--- config.mk ---
export PLATFORM = sky130hd
export DESIGN_NAME = fb_sprite_blitter
export DESIGN_NICKNAME = d
export VERILOG_FILES = /design/src/rtl/fb_sprite_blitter.sv
export SDC_FILE = /design/constraint.sdc
export NUM_CORES = 1
export LEC_CHECK = 0
export CAP_MARGIN = 10
export CORE_MARGIN = 8
export CORE_UTILIZATION = 35
export DETAILED_ROUTE_END_ITERATION = 12
export PLACE_DENSITY_LB_ADDON = 0.08
export SYNTH_ARGS = -nofsm -noshare
export SYNTH_HDL_FRONTEND = slang
export SYNTH_SLANG_ARGS = --single-unit
--- constraint.sdc ---
create_clock -name clk -period 4.6 [get_ports clk]
set_input_delay 0.92 -clock clk [delete_from_list [all_inputs] [get_ports clk]]
set_output_delay 0.92 -clock clk [all_outputs]
set_load 0.02 [all_outputs]
--- src/rtl/fb_sprite_blitter.sv ---
// Sprite blitter: walks a 16x8 ROM bitmap and writes one clipped pixel per clock
// into the framebuffer write port. Clear bitmap bits are transparent.
module fb_sprite_blitter #(
    parameter int ADDR_WIDTH = 22,
    parameter int DATA_WIDTH = 2,
    parameter int H_RES      = 640,
    parameter int V_RES      = 480
) (
    input  logic                  clk,
    input  logic                  reset,
    input  logic                  start,
    input  logic [9:0]            x,
    input  logic [9:0]            y,
    input  logic [1:0]            sprite_id,
    input  logic [DATA_WIDTH-1:0] color,
    input  logic                  erase,
    output logic                  busy,
    output logic                  done,
    output logic                  we,
    output logic [ADDR_WIDTH-1:0] addr_a,
    output logic [DATA_WIDTH-1:0] din_a
);

    typedef enum logic [1:0] {IDLE, FETCH, DRAW, DONE} state_t;

    state_t                state;
    logic [2:0]            row;
    logic [3:0]            col;
    logic [9:0]            x_l;
    logic [9:0]            y_l;
    logic [1:0]            sid_l;
    logic [DATA_WIDTH-1:0] color_l;
    logic                  erase_l;
    logic [15:0]           rom_q;
    logic [10:0]           px;
    logic [10:0]           py;
    logic                  on_screen;

    function automatic logic [15:0] rom_row(input logic [1:0] id, input logic [2:0] r);
        logic [15:0] v;
        v = 16'h0000;
        case (id)
            2'd0: v = 16'hFFFF;
            2'd1: v = 16'h8001;
            2'd2: begin
                case (r)
                    3'd0: v = 16'h0810;
                    3'd1: v = 16'h0420;
                    3'd2: v = 16'h0FF0;
                    3'd3: v = 16'h1BD8;
                    3'd4: v = 16'h3FFC;
                    3'd5: v = 16'h2FF4;
                    3'd6: v = 16'h2814;
                    default: v = 16'h0660;
                endcase
            end
            default: begin
                case (r)
                    3'd0: v = 16'h03C0;
                    3'd1: v = 16'h1FF8;
                    3'd2: v = 16'h3FFC;
                    3'd3: v = 16'h399C;
                    3'd4: v = 16'h3FFC;
                    3'd5: v = 16'h0660;
                    3'd6: v = 16'h0DB0;
                    default: v = 16'h300C;
                endcase
            end
        endcase
        return v;
    endfunction

    // 11-bit sums so that x+col / y+row never wrap before the clip test
    assign px        = {1'b0, x_l} + {7'd0, col};
    assign py        = {1'b0, y_l} + {8'd0, row};
    assign on_screen = (int'(px) < H_RES) && (int'(py) < V_RES);

    // Command latch and registered ROM read; data only, no reset needed
    always_ff @(posedge clk) begin
        if (state == IDLE && start) begin
            x_l     <= x;
            y_l     <= y;
            sid_l   <= sprite_id;
            color_l <= color;
            erase_l <= erase;
        end
        if (state == FETCH) begin
            rom_q <= rom_row(sid_l, row);
        end
    end

    always_ff @(posedge clk) begin
        if (reset) begin
            state  <= IDLE;
            row    <= 3'd0;
            col    <= 4'd0;
            busy   <= 1'b0;
            done   <= 1'b0;
            we     <= 1'b0;
            addr_a <= '0;
            din_a  <= '0;
        end else begin
            we   <= 1'b0;
            done <= 1'b0;
            case (state)
                IDLE: begin
                    if (start) begin
                        row   <= 3'd0;
                        busy  <= 1'b1;
                        state <= FETCH;
                    end
                end
                FETCH: begin
                    col   <= 4'd0;
                    state <= DRAW;
                end
                DRAW: begin
                    // ~col selects bit 15-col, so the MSB is the leftmost pixel
                    we     <= rom_q[~col] && on_screen;
                    addr_a <= ADDR_WIDTH'(py) * ADDR_WIDTH'(H_RES) + ADDR_WIDTH'(px);
                    din_a  <= erase_l ? '0 : color_l;
                    col    <= col + 4'd1;
                    if (col == 4'd15) begin
                        if (row == 3'd7) begin
                            busy  <= 1'b0;
                            done  <= 1'b1;
                            state <= DONE;
                        end else begin
                            row   <= row + 3'd1;
                            state <= FETCH;
                        end
                    end
                end
                default: state <= IDLE;
            endcase
        end
    end

endmodule

Word-level counts from Yosys, hierarchy flattened
Index checks and enable logic that the tools add are counted.
{ "op_classes": {"multipliers": 1, "bitwise_logic": 3, "reduce_logical": 14, "eq_ne": 16, "n_lt_le_gt_ge": 3, "addsub": 5, "mux": 20} }
{ "ops": {"columns": ["cell", "count"], "rows": [
  ["case mux 14 bit (7 select lines)", 1],
  ["case mux 14 bit (6 select lines)", 1],
  ["case mux 16 bit (3 select lines)", 1],
  ["adder 21 x 11 -> 22 bit", 1],
  ["multiplier 11 x 3 -> 14 bit (second input constant)", 1],
  ["equality test 3 bit (second input constant)", 4],
  ["adder 10 x 3 -> 11 bit", 1],
  ["adder 10 x 4 -> 11 bit", 1],
  ["< comparator 11 x 10 -> 1 bit (second input constant)", 1],
  ["< comparator 11 x 9 -> 1 bit (second input constant)", 1],
  ["two-way mux 3 bit", 3],
  ["two-way mux 2 bit", 4],
  ["!= test 2 bit (second input constant)", 4],
  ["case mux 4 bit (2 select lines)", 1],
  ["AND reduction 4 bit", 2],
  ["equality test 3 x 2 -> 1 bit (second input constant)", 2],
  ["case mux 2 bit (3 select lines)", 1],
  ["case mux 3 bit (2 select lines)", 1],
  ["< comparator 4 x 5 -> 1 bit (second input constant)", 1],
  ["two-way mux 1 bit", 5],
  ["adder 4 x 1 -> 4 bit (second input constant)", 1],
  ["binary-select mux 1 bit (select 4 bit)", 1],
  ["equality test 2 x 1 -> 1 bit (second input constant)", 2],
  ["equality test 2 bit (second input constant)", 2],
  ["other kinds (13)", 19]
]} }
{ "totals": {"out_inout_bits": 27, "inputBits": 28, "elab_cells": 76, "reg_bits": 77} }

Longest topological paths before layout
{ "depth": {"word_depth": 4, "mapped_depth": 17, "mapped_depth_nobuf": 17} }

Worst setup path after synthesis
Ideal clock, no wire load.
{ "synth_path": {"path_type": "register to register", "start": "register row[1]", "end": "register addr_a[20]", "stages_incl_launch_ff": 16, "slack_ns": 0.811, "required_ns": 4.512, "setup_time_ns": 0.088, "synth_period_minus_slack_ns": 3.789, "path_buffers": 0, "t_arrival_ns": 3.701, "cell_sequence": "dfxtp_1 > ha_1 > a21o_1 > a21oi_1 > xnor2_1 > ha_1 > ha_1 > inv_1 > fa_1 > nor2b_4 > o31a_1 > or4b_1 > o311a_2 > and4bb_4 > nand4_1 > a311oi_2"} }
{ "synth_between": {"elab_chain_cells": 3} }
{ "synth_rtl": {"columns": ["element", "line", "source"], "rows": [
  ["from (decl)", "27", "logic [2:0] row;"],
  ["from (signal assigned)", "129", "row <= row + 3'd1;"],
  ["adder 10 x 3 -> 11 bit", "75", "assign py = {1'b0, y_l} + {8'd0, row};"],
  ["multiplier 11 x 3 -> 14 bit", "120", "addr_a <= ADDR_WIDTH'(py) * ADDR_WIDTH'(H_RES) + ADDR_WIDTH'(px);"],
  ["adder 21 x 11 -> 22 bit", "120", null],
  ["to (signal assigned)", "120", null],
  ["to (decl)", "20", "output logic [ADDR_WIDTH-1:0] addr_a,"]
]} }
No other way between the ends.
A chain may end at the register's enable or synchronous reset.

Worst setup path in the final report
{ "layout_path": {"start": "register row[0]", "end": "register addr_a[20]"} }
Same word-level chain as after synthesis.

==> results.yml <==
outcome:
  status: "finished clean"
synth:
  ys_warn_count: 0
  synth_flop_cell: "dfxtp_1"
  synth_most_common_cell: "nor2_1"
  synth.net_count: 523
  async_flop_share_pct: 0
  synth_cells: 452
  synth_cell_type_count: 60
  synth.avg_cell_area_um2: 9.62
  yosysTopAreaCellShare_pct: 22.8
  ys_seq_area_share_pct: 39.4
  synth_area_leaders: "edfxtp_1 23%, dfxtp_1 17%, ha_1 11%"
  synth_largest_area_cell: "edfxtp_1"
  netlist_area_mm2: 0.00435
  synth_edf_count: 33
  synth-seq-cells: 69
  ys_top_cells_by_count: "57 x nor2_1, 39 x ha_1, 36 x a21oi_1, 36 x dfxtp_1, 33 x edfxtp_1"
cells_and_area:
  fillers: 1172
  diodes: 0
  finish.utilization_pct: 44.4
  drive_gt1_share_pct: 7.42
  syn2layout_area_growth_pct: 23.2
  fin_cells: 680
  multi_input_area_mm2: 0.00244
  num-nets-final: 578
  layout.area.seq_mm2: 0.00171
drt:
  met3WireLength_um: 633
  wl_met2_um: 4230
  met1_length_um: 5300
  top_layer_used: "met4"
  drt_iter0_markers: 179
  post_drt_wl_per_cell_um: 15.0
  drtAntennaViolNets: 0
  post-route-drc-count: 0
  vias: 3421
  viasPerCell: 5.03
  first_pass_iters: 8
  wl_um: 10200
timing:
  whs_ns: 0.462
  fin_crit_ns: 4.25
  slew_violations: 0
  timing.final.crit_share_pct: 92.4
  hold_viol: 0
  worst_pin_slew_ns: 0.742
  setup_viol: 0
  finalWorstSetupSlack_ns: 0.351
  max_freq_mhz: 235
  fin_tns_setup_ns: 0
  rsz0062_at_grt: "no"
  skew_ns: 0.00483
  relSlewSlack_pct: 49.9
cts:
  htreeDepth: 3
  cts_inserted_buffers: 9
  cts_hold_buf: 0
  clk_latency_ns: 0.33
  clk_path_buf_depth: 2
  cts_tree: "yes"
  path_clk_slew_ns: 0.06
  cts_setup_buffers: 0
  ctsResizeCount: 0
  clkSinkCount: 69
  cts-root-buf: "clkbuf_16"
floorplan:
  die_x_um: 127
  initial_core_util_pct: 36.1
  core_mm2: 0.0121
  fp-row-count: 40
  die_h_um: 127
  dieArea_mm2: 0.0162
  io_pins: 55
place:
  dp_hpwl_um: 7710
  dp_cells: 664
  portBuffers: 54
  pre_cts_ws_ns: 0.391
  gp_congestion: 0.890
grt:
  gr-total-overflow: 0
  grt_pass1_vias: 3155
  grt.total_usage_pct: 12.9
  antenna_found_initial: 0
  grt_max_degree: 43
  grt_first_pass_wirelength_um: 16500
setup_path:
  worst_path_most_repeated_cell: "ha_1"
  path_cells: "ha_1 > fa_1 > a21oi_1 > nor3b_1 > xor2_1 > ha_1 > ha_1 > o21a_1 > o31a_1 > a21oi_1 > nand3_1 > and4bb_4 > nand4_1 > a311oi_2"
  worstPathArrival_ns: 4.50
  cp.required_ns: 4.85
  cpPeakStageDelay_ns: 0.42
  worstSetupPathType: "reg -> reg"
  critPathCaptureType: "register"
  slowest_stage: "and4bb_4"
  start_kind: "register"
  r2r_slack_ns: 0.35
  cp_max_fo: 10
power:
  leakagePower_nw: 2.00
  power_density_mw_per_mm2: 451
  max-vdd-ir-drop_mv: 0.328
worst_hold_path:
  hold_class: "reg -> reg"
run:
  cap_violations: 0
-- worst max-delay path, delay by kind of cell (launching register included) --
kind / cells / cell delay [ns]
adder cells (fa/ha/maj): 4 / 1.36
AO/OA/AOI/OAI: 5 / 1.19
XOR/XNOR: 1 / 0.33
flip-flops: 1 / 0.41
AND/OR/NAND/NOR: 4 / 0.87
-- per-layer routing --
metal / vias up / global-route usage (%)
li1: 1756 / -
met1: 1574 / 17.9
met2: 89 / 18.2
met3: 2 / 4.53
met4: 0 / 3.57
met5: - / 0
-- state kept, by name, indices dropped and copies added, names as in the netlist --
name     count
done         1
busy         1
sid_l        2
erase_l      1
col          4
addr_a      22
color_l      2
y_l         10
din_a        2
x_l         10
state        2
we           1
row          3
rom_q        8
-- path summary, 6_finish.rpt --
| check | from | endpoint | cells past startpoint |
|---|---|---|---|
| max | row[0] | addr_a[20] | 14 |
| min | din_a[1] | din_a[1] | 2 |
| max reg2reg | row[0] | addr_a[20] | 14 |
| min reg2reg | din_a[1] | din_a[1] | 2 |
-- per-stage QoR --
step | total power [mW] | instance area [um^2]
floorplan | 1.47 | 4350
global placement | 1.73 | 5050
detailed placement | 1.74 | 5050
CTS | 2.45 | 5360
global route | 2.58 | 5360
finish | 2.41 | 5360
-- report_power, final --
group | leakage, nW | internal, mW | switching, mW | total (mW)
registers | 0.606 | 0.757 | 0.0695 | 0.827
clock network | 0.150 | 0.435 | 0.256 | 0.692
logic | 1.24 | 0.387 | 0.508 | 0.895
total | 2.00 | 1.58 | 0.834 | 2.41
-- cell type report --
cell class              count  share of cell area (%)
multi-input cells         341                    45.6
inverters                  24                    1.68
repair buffers             62                    11.2
well taps                 168                    3.92
flip-flops and latches     69                    32.0
clock buffers              11                    4.53
clock inverters             5                    1.10
-- kinds of logic after synthesis --
logic type	Yosys count	share of synthesized area (%)
AO/OA/AOI/OAI	105	15.8
XOR/XNOR	26	5.24
adder cells (fa/ha/maj)	43	13.1
buffers and inverters	42	4.49
flip-flops	69	39.4
multiplexers	12	3.94
AND/OR/NAND/NOR	155	18.2
-- placed cells by master (no fill, tap or decap), drive strengths merged, types with 3 or more instances in the layout --
cell,n
mux2i,7
or3,4
clkdlybuf4s50,54
fa,4
xor2,10
dfxtp,36
nand4,8
inv,23
o21ai,18
edfxtp,33
xnor2,16
clkinv,5
mux4,4
a31oi,3
clkbuf,11
a211oi,16
and2,7
nor4,6
a21o,6
nand3,10
nand2,26
nor3,9
a21oi,36
a2bb2oi,4
ha,39
buf,8
nand2b,6
and4,4
nor2b,10
nor2,57
No activity file was read; power rests on OpenSTA's default activity.
